--- src/rtl/regfile_writeback.sv ---
// Write-side front end for the 8x16 register file: merges ALU results and load returns
// into one registered write port, tracks load-pending registers, and bypasses reads.
module regfile_writeback #(
  parameter int DEPTH = 2
) (
  input  logic        clk,
  input  logic        rst,
  input  logic        alu_valid,
  input  logic [2:0]  alu_rd,
  input  logic [15:0] alu_data,
  input  logic        ld_issue,
  input  logic [2:0]  ld_issue_rd,
  input  logic        ld_valid,
  output logic        ld_ready,
  input  logic [2:0]  ld_rd,
  input  logic [15:0] ld_data,
  output logic [7:0]  busy,
  output logic        err,
  output logic        rf_wen,
  output logic [2:0]  rf_waddr,
  output logic [15:0] rf_wdata,
  input  logic [2:0]  byp_raddr1,
  input  logic [2:0]  byp_raddr2,
  input  logic [15:0] rf_rdata1,
  input  logic [15:0] rf_rdata2,
  output logic [15:0] byp_rdata1,
  output logic [15:0] byp_rdata2
);

  localparam int AW = $clog2(DEPTH);

  typedef struct packed {
    logic [2:0]  rd;
    logic [15:0] data;
  } entry_t;

  entry_t          mem_q [DEPTH];
  logic [AW-1:0]   wr_ptr_q, rd_ptr_q;
  logic [AW:0]     count_q, count_d;
  logic [7:0]      busy_q, busy_d;
  logic            err_q, err_d;
  logic            rf_wen_q, rf_wen_d;
  logic [2:0]      rf_waddr_q, rf_waddr_d;
  logic [15:0]     rf_wdata_q, rf_wdata_d;

  logic            alu_win, fifo_empty, ld_keep, push, pop, ld_direct, viol;
  logic [7:0]      set_v, clr_v;
  entry_t          head;

  // Count is at most DEPTH (a power of two), so its MSB alone marks "full".
  assign ld_ready = !rst && !count_q[AW];

  always_comb begin
    // NOTE: every variable gets a default before any branch so no latch is inferred.
    alu_win    = alu_valid && (alu_rd != 3'd0);
    fifo_empty = (count_q == '0);
    ld_keep    = ld_valid && ld_ready && (ld_rd != 3'd0);
    pop        = !alu_win && !fifo_empty;
    ld_direct  = !alu_win && fifo_empty && ld_keep;
    push       = ld_keep && !ld_direct;
    head       = mem_q[rd_ptr_q];

    rf_wen_d   = 1'b0;
    rf_waddr_d = rf_waddr_q;
    rf_wdata_d = rf_wdata_q;
    clr_v      = '0;
    set_v      = '0;

    if (alu_win) begin
      rf_wen_d   = 1'b1;
      rf_waddr_d = alu_rd;
      rf_wdata_d = alu_data;
    end else if (pop) begin
      rf_wen_d          = 1'b1;
      rf_waddr_d        = head.rd;
      rf_wdata_d        = head.data;
      clr_v[head.rd]    = 1'b1;
    end else if (ld_direct) begin
      rf_wen_d          = 1'b1;
      rf_waddr_d        = ld_rd;
      rf_wdata_d        = ld_data;
      clr_v[ld_rd]      = 1'b1;
    end

    if (ld_issue && (ld_issue_rd != 3'd0)) set_v[ld_issue_rd] = 1'b1;
    // Set is applied after clear so a same-cycle re-issue keeps the register busy.
    busy_d = ((busy_q & ~clr_v) | set_v) & 8'hFE;

    viol = (alu_win && busy_q[alu_rd])
        || (ld_keep && !busy_q[ld_rd])
        || (ld_issue && (ld_issue_rd != 3'd0) && busy_q[ld_issue_rd]);
    err_d = err_q | viol;

    count_d = count_q;
    if (push && !pop)      count_d = count_q + 1'b1;
    else if (pop && !push) count_d = count_q - 1'b1;
  end

  // NOTE: sequential state uses non-blocking assignments so all registers update together.
  always_ff @(posedge clk) begin
    if (rst) begin
      wr_ptr_q   <= '0;
      rd_ptr_q   <= '0;
      count_q    <= '0;
      busy_q     <= '0;
      err_q      <= 1'b0;
      rf_wen_q   <= 1'b0;
      rf_waddr_q <= '0;
      rf_wdata_q <= '0;
    end else begin
      if (push) wr_ptr_q <= wr_ptr_q + 1'b1;
      if (pop)  rd_ptr_q <= rd_ptr_q + 1'b1;
      count_q    <= count_d;
      busy_q     <= busy_d;
      err_q      <= err_d;
      rf_wen_q   <= rf_wen_d;
      rf_waddr_q <= rf_waddr_d;
      rf_wdata_q <= rf_wdata_d;
    end
  end

  // NOTE: queue storage is not reset; the pointers and count define which entries are live.
  always_ff @(posedge clk) begin
    if (push) mem_q[wr_ptr_q] <= '{rd: ld_rd, data: ld_data};
  end

  assign busy     = busy_q;
  assign err      = err_q;
  assign rf_wen   = rf_wen_q;
  assign rf_waddr = rf_waddr_q;
  assign rf_wdata = rf_wdata_q;

  assign byp_rdata1 = (rf_wen_q && (rf_waddr_q == byp_raddr1) && (byp_raddr1 != 3'd0))
                      ? rf_wdata_q : rf_rdata1;
  assign byp_rdata2 = (rf_wen_q && (rf_waddr_q == byp_raddr2) && (byp_raddr2 != 3'd0))
                      ? rf_wdata_q : rf_rdata2;

endmodule

--- config.mk ---
export PLATFORM = sky130hd
export DESIGN_NAME = regfile_writeback
export DESIGN_NICKNAME = d
export VERILOG_FILES = /design/src/rtl/regfile_writeback.sv
export SDC_FILE = /design/constraint.sdc
export NUM_CORES = 1
export LEC_CHECK = 0
export ABC_AREA = 1
export BUFFER_PORTS_ARGS = -buffer_cell sky130_fd_sc_hd__buf_2
export CAP_MARGIN = 10
export CORE_MARGIN = 2
export CORE_UTILIZATION = 40
export CTS_CLUSTER_SIZE = 16
export DETAILED_ROUTE_END_ITERATION = 8
export HOLD_SLACK_MARGIN = 0.1
export PLACE_DENSITY = 0.8
export SLEW_MARGIN = 10
export SYNTH_ARGS = -nofsm -noshare
export SYNTH_HDL_FRONTEND = slang
export SYNTH_SLANG_ARGS = --single-unit
--- constraint.sdc ---
create_clock -name clk -period 1.9 [get_ports clk]
set_input_delay 0.095 -clock clk [delete_from_list [all_inputs] [get_ports clk]]
set_output_delay 0.095 -clock clk [all_outputs]
set_load 0.01 [all_outputs]
==> impl_metrics.py <==
metrics = {
    "final_layout": {
        "n_fill_cell": 853,
        "antenna-diode-count": 0,
        "stdcell_count": 753,
        "design_area_um2": 5130,
        "final_nets": 722,
        "layout_common_cells": "144 x buf_2, 117 x nand2_1, 45 x inv_1, 38 x o21ai_0, 38 x edfxtp_1",
        "areaGrowthSynthToFinish_pct": 36.0,
        "drive_above_1_share_pct": 31.9,
        "final_common_cell": "buf_2",
    },
    "worst_setup_path": {
        "cpLargestDelayFamily": "flip-flops",
        "cp.arrival_ns": 1.75,
        "reg2reg_depth": 5,
        "cp_slowest_stage_delay_ns": 0.43,
        "worst-path-stages": 6,
        "path_cells": "nor2_1 -> o21ai_0 -> nand4_1 -> buf_6 -> o21ai_0 -> buf_2",
        "slowest_stage": "dfxtp_1",
        "start_kind": "register",
        "critPathKind": "reg2out",
        "crit_required_ns": 1.80,
        "worst_setup_path_end_kind": "output pin",
        "cp_common_cell": "o21ai_0",
        "path_buf_inv": 2,
        "crit_fanout": 32,
    },
    "synth": {
        "syn_area_um2": 3770,
        "syn_nets": 546,
        "ys_warn_count": 0,
        "ys_ff_latch": 71,
        "syn_area_per_cell_um2": 8.18,
        "synth.distinct_cells": 37,
        "yosysSeqAreaShare_pct": 47.8,
        "postSynthCellCount": 461,
    },
    "placed_design": {
        "placed_cells": 713,
        "dpl_cell_area_um2": 4640,
        "place_congestion": 0.895,
        "post-place-ws_ns": 0.168,
        "post-dp-hpwl_um": 8460,
        "port_buffers": 144,
    },
    "clocking": {
        "tritoncts": "yes",
        "cts_setup_buffers": 0,
        "clock-sinks": 71,
        "numCtsBuffers": 9,
        "clkLatencyLatePin_ns": 0.34,
        "root_buffer": "clkbuf_8",
        "ctsLongestPathBuffers": 2,
        "path_clk_slew_ns": 0.08,
        "htree_levels": 3,
    },
    "power": {
        "p_seq_share_pct": 37.7,
        "swShare_pct": 36.7,
        "p_clk_share_pct": 25.6,
        "power.leakage_nw": 2.37,
        "power_density_nw_per_um2": 1050,
        "p_int_mw": 3.40,
        "ir_worst_vdd_v": 0.000849,
        "report.power.total_mw": 5.37,
        "comb_power_share_pct": 36.6,
        "netSwitchingPower_mw": 1.97,
    },
    "routing": {
        "first_pass_iters": 5,
        "viasPerCell": 5.20,
        "drc": 0,
        "wirelength_um": 11300,
        "drt-initial-drc-count": 202,
        "ant_nets": 0,
        "vias": 3913,
        "routedWlPerCell_um": 15.0,
    },
    "sta": {
        "post-route-period-util_pct": 96.9,
        "relSlewSlack_pct": 60.0,
        "finalHoldViolations": 0,
        "worstMarginPinSlew_ns": 0.593,
        "finalMaxSlewViolations": 0,
        "setup_viol": 0,
        "final.setup.tns_ns": 0,
        "clock_skew_ns": 0.00644,
        "fmax_mhz": 543,
        "worst_slack_ns": 0.0586,
        "post-route-min-period_ns": 1.84,
    },
    "floorplanning": {
        "rows": 35,
        "io_pins": 146,
        "dieArea_um2": 10200,
        "die_h_um": 101,
        "start_util_pct": 41.0,
        "die-width_um": 101,
        "core_area_um2": 9200,
    },
    "global_routing": {
        "antenna_found_initial": 0,
        "grt_max_degree": 33,
        "grt-ovfl-total": 0,
        "grtUsageTotal_pct": 22.0,
        "grt_pass1_vias": 3869,
        "grt_pass1_wl_um": 17500,
    },
    "min_path": {
        "min_path_type": "in2reg",
        "hold_path_depth": 3,
    },
    "run_status": {
        "status": "finished, final reports clean",
    },
    "job": {
        "cap_violations": 0,
    },
}
## per-layer routing
layer	part of all wire [%]	track usage, %	vias to the layer above
li1	-	-	1902
met1	39	25.3	1783
met2	51	40.2	200
met3	7.7	5.41	28
met4	2.3	6.76	0
met5	0	0	-
## cell families (layout without fill, tap and decap cells)
| logic type | Yosys count | after routing | share of synthesized area, % |
|---|---|---|---|
| mux | 16 | 16 | 4.54 |
| fa+ha+maj | 1 | 1 | 0.332 |
| other cells | 1 | 1 | 0.0994 |
| xor+xnor | 5 | 5 | 1.16 |
| simple gates | 202 | 202 | 24.0 |
| compound gates | 97 | 97 | 14.2 |
| buf+inv | 68 | 249 | 7.86 |
| flops | 71 | 71 | 47.8 |
## synthesized netlist by cell type, drive strengths merged
library cell | instances | area [µm²]
dfxtp | 33 | 661
ha | 1 | 12.5
nand3 | 32 | 160
and2 | 1 | 6.26
nor3 | 7 | 40.0
inv | 52 | 200
nand4 | 3 | 18.8
nor2 | 34 | 175
mux2i | 7 | 70.1
o22ai | 9 | 56.3
clkbuf | 7 | 26.3
buf | 9 | 70.1
o211ai | 4 | 30.0
or3 | 1 | 6.26
a211oi | 1 | 7.51
xor2 | 5 | 43.8
conb | 1 | 3.75
o21ai | 57 | 285
nand2 | 124 | 500
a21oi | 22 | 121
o221ai | 4 | 35.0
edfxtp | 38 | 1140
mux2 | 9 | 101
## worst register-to-register path, stage by stage (launching register included)
cell     delay [ns]
dfxtp_1        0.67
o21ai_0        0.31
nor2_1         0.32
nand3_1        0.11
nand3_1        0.11
a21oi_1        0.06
## power groups by stage
stage	clock network, mW	registers [mW]	logic (mW)
6_report	1.38	2.03	1.97
5_1_grt	1.48	2.05	2.18
4_1_cts	1.41	2.02	1.95
3_5_place_dp	0	2.06	1.90
3_3_place_gp	0	2.05	1.84
2_1_floorplan	0	2.06	1.23
## metrics by stage
stage | hold WS, ns | util (%)
3_3_place_gp | 0.300 | 50.4
3_5_place_dp | 0.302 | 50.4
5_1_grt | 0.119 | 55.8
2_1_floorplan | 0.164 | -
6_report | 0.119 | 55.8
4_1_cts | 0.112 | 55.6
## final cells by class
| type | instances | area [µm²] | share of cell area (%) |
|---|---|---|---|
| clock buffers | 13 | 191 | 3.73 |
| multi-input cells | 322 | 1690 | 32.9 |
| repair buffers | 181 | 1070 | 20.8 |
| inverters | 52 | 200 | 3.90 |
| clock inverters | 3 | 45.0 | 0.878 |
| flip-flops and latches | 71 | 1800 | 35.1 |
| well taps | 111 | 139 | 2.71 |
## repair_timing
item / 4_1_cts / 5_1_grt
hold buffers: 24 / 0
endpoints found under the hold margin: 47 / 0
gates resized for setup: 0 / 9
endpoints found under the setup margin: 0 / 17
## worst paths after layout
check / from / to / slack [ns]
setup / recovery: rf_waddr[0]$_SDFFE_PP0P_ / byp_rdata2[14] / 0.06
setup reg to reg: register / busy[1]$_SDFF_PP0_ / 0.19
hold reg to reg: rd_ptr_q$_SDFFE_PP0N_ / rd_ptr_q$_SDFFE_PP0N_ / 0.46
hold / removal: alu_data[4] / rf_wdata[4]$_SDFFE_PP0P_ / 0.12
## sequential cells by signal, summed over array words and instances (netlist names), named ones only
signal	flops
rf_wen	1
rd_ptr_q	1
busy	7
wr_ptr_q	1
rf_waddr	3
mem_q	38
count_q	2
err	1
rf_wdata	16
(Power assumes the default switching activity.)
